[src/rtl/mc_datapath.sv]
// Multicycle MIPS datapath: PC/IR/MDR/A/B/ALUOut, 32x32 register file, ALU and funct decode.
// All sequencing comes from the external multicycle controller; there is no internal FSM.
module mc_datapath #(
   parameter logic [31:0] RESET_PC = 32'h0000_0000
) (
   input  logic        clk,
   input  logic        reset,
   input  logic        PCWrite,
   input  logic        PCWriteCond,
   input  logic        IorD,
   input  logic        r_wbar,
   input  logic        IRWrite,
   input  logic        memToReg,
   input  logic        RegWrite,
   input  logic        RegDst,
   input  logic        aluSrcA,
   input  logic [1:0]  aluSrcB,
   input  logic [1:0]  aluop,
   input  logic [1:0]  PCSrc,
   output logic [5:0]  opCode,
   output logic [31:0] mem_addr,
   output logic [31:0] mem_wdata,
   output logic        mem_we,
   input  logic [31:0] mem_rdata
);

   typedef enum logic [2:0] {
      AluAdd,
      AluSub,
      AluAnd,
      AluOr,
      AluSlt
   } alu_op_e;

   logic [31:0] pc_q;
   logic [31:0] ir_q;
   logic [31:0] mdr_q;
   logic [31:0] a_q;
   logic [31:0] b_q;
   logic [31:0] alu_out_q;
   logic [31:0] rf_q [32];

   logic [4:0]  rs;
   logic [4:0]  rt;
   logic [4:0]  rd;
   logic [4:0]  wr_addr;
   logic [31:0] wr_data;
   logic [31:0] rs_data;
   logic [31:0] rt_data;
   logic [31:0] imm_sext;
   logic [31:0] alu_a;
   logic [31:0] alu_b;
   logic [31:0] alu_res;
   logic [31:0] jump_target;
   logic [31:0] pc_next;
   logic        zero;
   logic        pc_en;
   alu_op_e     alu_op;
   logic [4:0]  unused_shamt;

   assign rs           = ir_q[25:21];
   assign rt           = ir_q[20:16];
   assign rd           = ir_q[15:11];
   assign unused_shamt = ir_q[10:6];
   assign opCode       = ir_q[31:26];
   assign imm_sext     = {{16{ir_q[15]}}, ir_q[15:0]};
   assign jump_target  = {pc_q[31:28], ir_q[25:0], 2'b00};

   // Register 0 is hardwired to zero on the read side.
   assign rs_data = (rs == 5'd0) ? 32'd0 : rf_q[rs];
   assign rt_data = (rt == 5'd0) ? 32'd0 : rf_q[rt];
   assign wr_addr = RegDst ? rd : rt;
   assign wr_data = memToReg ? mdr_q : alu_out_q;

   assign mem_addr  = IorD ? alu_out_q : pc_q;
   assign mem_wdata = b_q;
   assign mem_we    = ~r_wbar & ~reset;

   always_comb begin
      alu_a = aluSrcA ? a_q : pc_q;
      unique case (aluSrcB)
         2'b00:   alu_b = b_q;
         2'b01:   alu_b = 32'd4;
         2'b10:   alu_b = imm_sext;
         default: alu_b = {imm_sext[29:0], 2'b00};
      endcase
   end

   always_comb begin
      alu_op = AluAdd;
      unique case (aluop)
         2'b01: alu_op = AluSub;
         2'b10: begin
            unique case (ir_q[5:0])
               6'b100010: alu_op = AluSub;
               6'b100100: alu_op = AluAnd;
               6'b100101: alu_op = AluOr;
               6'b101010: alu_op = AluSlt;
               default:   alu_op = AluAdd;
            endcase
         end
         default: alu_op = AluAdd;
      endcase
   end

   always_comb begin
      alu_res = 32'd0;
      unique case (alu_op)
         AluSub:  alu_res = alu_a - alu_b;
         AluAnd:  alu_res = alu_a & alu_b;
         AluOr:   alu_res = alu_a | alu_b;
         AluSlt:  alu_res = ($signed(alu_a) < $signed(alu_b)) ? 32'd1 : 32'd0;
         default: alu_res = alu_a + alu_b;
      endcase
   end

   assign zero  = (alu_res == 32'd0);
   assign pc_en = PCWrite | (PCWriteCond & zero);

   always_comb begin
      unique case (PCSrc)
         2'b01:   pc_next = alu_out_q;
         2'b10:   pc_next = jump_target;
         default: pc_next = alu_res;
      endcase
   end

   always_ff @(posedge clk) begin
      if (reset) begin
         pc_q      <= RESET_PC;
         ir_q      <= 32'd0;
         mdr_q     <= 32'd0;
         a_q       <= 32'd0;
         b_q       <= 32'd0;
         alu_out_q <= 32'd0;
         for (int i = 0; i < 32; i++) begin
            rf_q[i] <= 32'd0;
         end
      end else begin
         a_q       <= rs_data;
         b_q       <= rt_data;
         mdr_q     <= mem_rdata;
         alu_out_q <= alu_res;
         if (IRWrite) begin
            ir_q <= mem_rdata;
         end
         if (pc_en) begin
            pc_q <= pc_next;
         end
         if (RegWrite && (wr_addr != 5'd0)) begin
            rf_q[wr_addr] <= wr_data;
         end
      end
   end

endmodule

[config.mk]
export PLATFORM = sky130hd
export DESIGN_NAME = mc_datapath
export DESIGN_NICKNAME = d
export VERILOG_FILES = /design/src/rtl/mc_datapath.sv
export SDC_FILE = /design/constraint.sdc
export NUM_CORES = 2
export LEC_CHECK = 0
export BUFFER_PORTS_ARGS = -buffer_cell sky130_fd_sc_hd__buf_2
export CORE_AREA = 2 2 383 385
export CTS_CLUSTER_DIAMETER = 120
export DETAILED_ROUTE_END_ITERATION = 16
export DIE_AREA = 0 0 385 387
export GPL_TIMING_DRIVEN = 1
export PLACE_DENSITY = 0.62
export SYNTH_ARGS = -nofsm -noshare
export SYNTH_HDL_FRONTEND = slang
export SYNTH_SLANG_ARGS = --single-unit
[constraint.sdc]
create_clock -name clk -period 5.39 [get_ports clk]
set_clock_uncertainty 0.05 [all_clocks]
set_input_delay 1.078 -clock clk [delete_from_list [all_inputs] [get_ports clk]]
set_output_delay 1.078 -clock clk [all_outputs]
set_load 0.01 [all_outputs]
-- After elaboration in Yosys (flattened, before gate mapping)
Memory sizes are Yosys's and may differ from the RTL's. A register that Yosys moved wholly into a read port is not among the register bits.
Cells that the tools add are included.
- bits in registers: 128
- bits in latches: 0
- bits in writable memories: 1024
- memory bits (read-only): 0
- input port bits: 49
- output and inout bits: 71
- word-level logic and storage cells: 59
- memories: 1
- memory list (name ; depth ; bits a word ; read ports ; clocked after Yosys merged registers in ; write ports ; line ; source):
    rf_q ; 32 ; 32 ; 2 ; 2 ; 32 ; 41 ; logic [31:0] rf_q [32];
- add/subtract/negate cells: 2
- multipliers: 0
- div/mod/pow operators: 0
- $lt $le $gt $ge: 1
- eq/ne operators: 14
- shift-type cells: 0
- multiplexer cells: 18
- bitwise gates (word level): 8
- reduce and logical (&&, ||, !) cells: 10
- operator list (cell ; count):
    2-to-1 mux 32 bit ; 4
    one-hot mux 32 bit (4 select lines) ; 1
    one-hot mux 32 bit (3 select lines) ; 1
    one-hot mux 32 bit (2 select lines) ; 1
    adder 32 bit ; 1
    AND 32 bit ; 1
    zero test 32 bit ; 1
    less-than comparator 32 bit ; 1
    OR 32 bit ; 1
    OR reduction 32 bit ; 1
    subtractor 32 bit ; 1
    equality test 6 bit (second input constant) ; 4
    one-hot mux 3 bit (4 select lines) ; 1
    zero test 5 bit ; 2
    2-to-1 mux 5 bit ; 2
    2-to-1 mux 1 bit ; 7
    equality test 2 x 1 -> 1 bit (second input constant) ; 3
    equality test 2 bit (second input constant) ; 3
    equality test 3 x 2 -> 1 bit (second input constant) ; 2
    one-hot mux 3 bit (2 select lines) ; 1
    nonzero test 5 bit ; 1
    OR reduction 2 bit ; 2
    equality test 3 x 1 -> 1 bit (second input constant) ; 1
    equality test 3 bit (second input constant) ; 1
    6 further kinds ; 9

-- Depth between registers and ports, before layout
- depth after elaboration: 9
- gate-level depth with buffers: 21

-- Least setup slack after synthesis
OpenSTA, ideal clock, no wires.
- path kind: input to register
- from: input port aluSrcA
- to: register pc_q[1]
- setup time: 0.122 ns
- arrival: 5.039 ns
- data required time: 5.218 ns
- slack: 0.179 ns
- stages on the path: 19
- path through: buf_1 -> mux2_2 -> inv_1 -> ha_1 -> inv_1 -> fa_1 -> nor2b_1 -> o221ai_1 -> a31oi_1 -> a221oi_2 -> o21bai_1 -> a221o_1 -> a22oi_1 -> nand3_1 -> nor4_2 -> and4_4 -> buf_6 -> o221ai_1 -> o311a_1
- longest elaborated chain between the ends: 7
- ends and longest elaborated chain (element ; line ; source):
    start, declared ; 16 ; input logic aluSrcA,
    2-to-1 mux 32 bit (*) ; 80 ; alu_a = aluSrcA ? a_q : pc_q;
    less-than comparator 32 bit ; 112 ; AluSlt: alu_res = ($signed(alu_a) < $signed(alu_b)) ? 32'd1 : 32'd0;
    2-to-1 mux 1 bit ; 112 ;
    one-hot mux 32 bit (4 select lines) (*) ; 108 ; unique case (alu_op)
    zero test 32 bit ; 117 ; assign zero = (alu_res == 32'd0);
    AND 1 bit ; 118 ; assign pc_en = PCWrite | (PCWriteCond & zero);
    OR 1 bit ; 118 ;
    end signal, assigned ; 148 ; pc_q <= pc_next;
    end, declared ; 35 ; logic [31:0] pc_q;
Every way passes the cells marked *; elsewhere a longest branch is shown, timed or not.
A chain may end at the register's enable or synchronous reset.

-- Worst setup path in the final report
- from: input port aluSrcB[0]
- to: register pc_q[5]
- longest elaborated chain between the ends: 8
- ends and longest elaborated chain (element ; line ; source):
    start, declared ; 17 ; input logic [1:0] aluSrcB,
    equality test 2 bit (tied with other cells) ; 81 ; unique case (aluSrcB)
    one-hot mux 32 bit (3 select lines) (*) ; 81 ;
    less-than comparator 32 bit ; 112 ;
    2-to-1 mux 1 bit ; 112 ;
    one-hot mux 32 bit (4 select lines) (*) ; 108 ;
    zero test 32 bit ; 117 ;
    AND 1 bit ; 118 ;
    OR 1 bit ; 118 ;
Marked as above.

==> reports/qor.yml <==
fillers: 12200
power.total_mw: 24.4
p_leak_nw: 26.0
ff2ff_setup_slack_ns: 0.37
nNetsFinal: 5594
syn_area_per_cell_sq_um: 12.5
areaGrowthSynthToFinish_pct: 15.7
synth_area_sq_um: 64800
vias: 49100
period_share_pct: 96.3
pre_cts_slack_ns: -0.656
grt_overflow_total: 0
grt_pass1_wl_um: 347000
synthXorXnorAreaFrac_pct: 0.257
hold_depth: 2
die-area_sq_um: 149000
wl_per_cell_um: 32.8
hold_viol_final: 0
cts_tree: "done"
async_reset_ff_share_pct: 0
ys_seq_area_share_pct: 53.4
post-route-util_pct: 51.7
grt_usage_pct: 32.6
rows: 140
cts_max_level: 4
antenna_found_initial: 4
grt_max_degree: 116
power_density_nw_per_um2: 326
synth-main-ff-cell: "edfxtp_1"
drv_cap: 0
path_max_fanout: 22
drive_above_1_share_pct: 27.6
multi_input_area_sq_um: 28400
cts.sinks: 1216
drtIter0Drc: 7233
use_met3_pct: 8.33
clockBufferDepth: 3
drtPass1Iterations: 6
finalCriticalPeriod_ns: 5.19
synthMuxAreaShare_pct: 21.9
status: "finished clean"
ant_nets: 0
clock_latency_ns: 0.80
cts_buffers: 135
grt-busiest-layer: "met2"
yosysUniqueCellTypes: 95
slew_viol_final: 0
layout_common_cells: "1195 x nor2_1, 1024 x edfxtp_1, 469 x buf_4, 460 x mux4_2, 226 x mux2i_1"
cp_cell_sequence: "buf_2 -> buf_4 -> mux2_2 -> a22o_1 -> ha_1 -> inv_1 -> a21oi_2 -> a32oi_2 -> buf_4 -> a311o_1 -> a21oi_1 -> xnor2_1 -> a221oi_1 -> nand2_1 -> nor4_4 -> and4_4 -> buf_12 -> o21ai_0 -> o41ai_1"
ioPinCount: 120
syn-instance-count: 5171
cp_common_cell: "buf_4"
use_met2_pct: 50.7
die_w_um: 385
io_buffers: 119
start_util_pct: 44.7
end_kind: "flip-flop"
core-area_sq_um: 145000
grt_pass1_vias: 48200
yosysWarningCount: 0
dpl.hpwl_um: 157000
setup_violations: 0
cp-start-kind: "input pin"
worst-setup-path-type: "in -> reg"
ys_ff_latch: 1216
synth-compound-area-share_pct: 8.45
final_common_cell: "nor2_1"
synth_fa_ha_area_share_pct: 1.99
viasPerCell: 6.58
min_path_type: "reg -> reg"
rr_worst_depth: 19
synth-edff-count: 1024
cpMaxStageDelayCell: "ha_1"
slew_headroom_pct: 14.1
drc: 0
cts_root_buf: "clkbuf_16"
regArea_sq_um: 34600
synthSimpleGateAreaFrac_pct: 10.1
clk_pin_slew_worst_paths_ns: 0.06
worst_pin_slew_ns: 1.26
fin_ws_ns: 0.201
use_met1_pct: 42.4
drt_wl_total_um: 245000
peakVddDrop_mv: 0.395
rsz0062_at_grt: "no"
gp_congestion: 0.970
synth_top_family_by_area: "multiplexers"
fmax_mhz: 193
die-height_um: 387
critPathArrivalTime_ns: 5.82
max_stage_delay_ns: 0.44
required_ns: 6.02
==> cell type report <==
cell class,count,share of cell area [%]
Sequential cell,1216,46.2
Multi-Input combinational cell,3347,37.9
Timing Repair Buffer,618,6.32
Clock buffer,179,5.06
Tap cell,1917,3.20
Clock inverter,67,0.654
Inverter,125,0.626
Antenna cell,1,0.00334
==> registers in the layout (all words and copies together) (netlist names) <==
name	cells
mdr_q	32
a_q	32
mem_wdata	32
ir_q	32
rf_q	1024
alu_out_q	32
pc_q	32
==> power breakdown <==
| group | total (mW) | switching [mW] | internal [mW] |
|---|---|---|---|
| Combinational | 4.40 | 2.65 | 1.75 |
| Clock | 9.09 | 3.93 | 5.16 |
| Sequential | 10.9 | 0.338 | 10.6 |
| Total | 24.4 | 6.91 | 17.5 |
==> layer usage <==
layer	part of all wire (%)	wire, um
met4	5.6	13700
met5	0.0053	13
met1	36	89400
met3	12	30000
met2	46	112000
==> worst max-delay path: cells and delay by family <==
family | cells | cell delay, ns
adder cells (fa/ha/maj) | 1 | 0.44
AO/OA/AOI/OAI | 8 | 1.90
XOR/XNOR | 1 | 0.09
multiplexers | 1 | 0.33
AND/OR/NAND/NOR | 3 | 1.03
buffers and inverters | 5 | 0.90
==> cell families (layout without fill, tap and decap cells) <==
kind of cell | count (synthesis) | in the layout
DFF | 1216 | 1216
xor gates and xnor gates | 19 | 19
buffers and inverters | 640 | 989
AOI/OAI and AO/OA | 771 | 771
muxes | 826 | 826
other | 1 | 33
and+or+nand+nor | 1596 | 1597
adders and majority gates | 102 | 102
==> path summary, 6_finish.rpt <==
check | from | to
max | aluSrcB[0] | pc_q[5]$_SDFFE_PP0P_
min | pc_q[24]$_SDFFE_PP0P_ | pc_q[24]$_SDFFE_PP0P_
max reg2reg | mem_wdata[0]$_SDFF_PP0_ | pc_q[5]$_SDFFE_PP0P_
min reg2reg | pc_q[24]$_SDFFE_PP0P_ | pc_q[24]$_SDFFE_PP0P_
==> cells in the mapped netlist (5+ instances only) <==
cell	number	area [sq um]
edfxtp_1	1024	30700
nand3_1	11	55.1
clkbuf_1	384	1440
inv_1	124	465
o211ai_1	30	225
o21ai_1	16	80.1
nand4_1	14	87.6
nor2b_1	50	313
dfxtp_1	192	3840
nor3_1	52	260
ha_1	100	1250
nor4_1	13	81.3
or3_1	5	31.3
a22oi_1	16	120
o221ai_1	54	473
mux4_2	460	10400
a211oi_1	40	300
o21a_1	12	90.1
nand2_1	186	698
o21ai_0	113	566
buf_4	8	60.1
mux2_2	107	1200
mux2i_1	258	2580
and3_1	5	31.3
buf_6	6	67.6
o41ai_1	26	228
a221o_1	7	70.1
a21o_1	26	195
o22ai_1	68	425
o31ai_1	21	158
a221oi_1	82	718
o21bai_1	11	82.6
a31oi_1	11	68.8
nand2b_1	22	138
and2_1	15	93.8
a211o_1	23	201
buf_1	81	304
buf_2	34	170
a22o_1	26	228
nor2_1	1196	4490
a21oi_1	132	661
xnor2_1	17	149
==> through the flow <==
step | hold slack [ns] | setup TNS (ns) | std cells | cell area [sq um]
floorplan | 0.396 | 0 | 5202 | 64900
global placement | 0.417 | -17.83 | 7220 | 70600
detailed placement | 0.419 | -19.82 | 7220 | 70600
CTS | 0.426 | 0 | 7466 | 74900
global route | 0.450 | 0 | 7469 | 74900
finish | 0.431 | 0 | 7470 | 74900
==> repair_timing <==
item / in CTS / in global routing
hold buffers: 0 / 0
endpoints found under the setup margin: 0 / 32
setup buffers: 0 / 2
gates resized for setup: 0 / 8
Power figures use the tool's default switching activity.
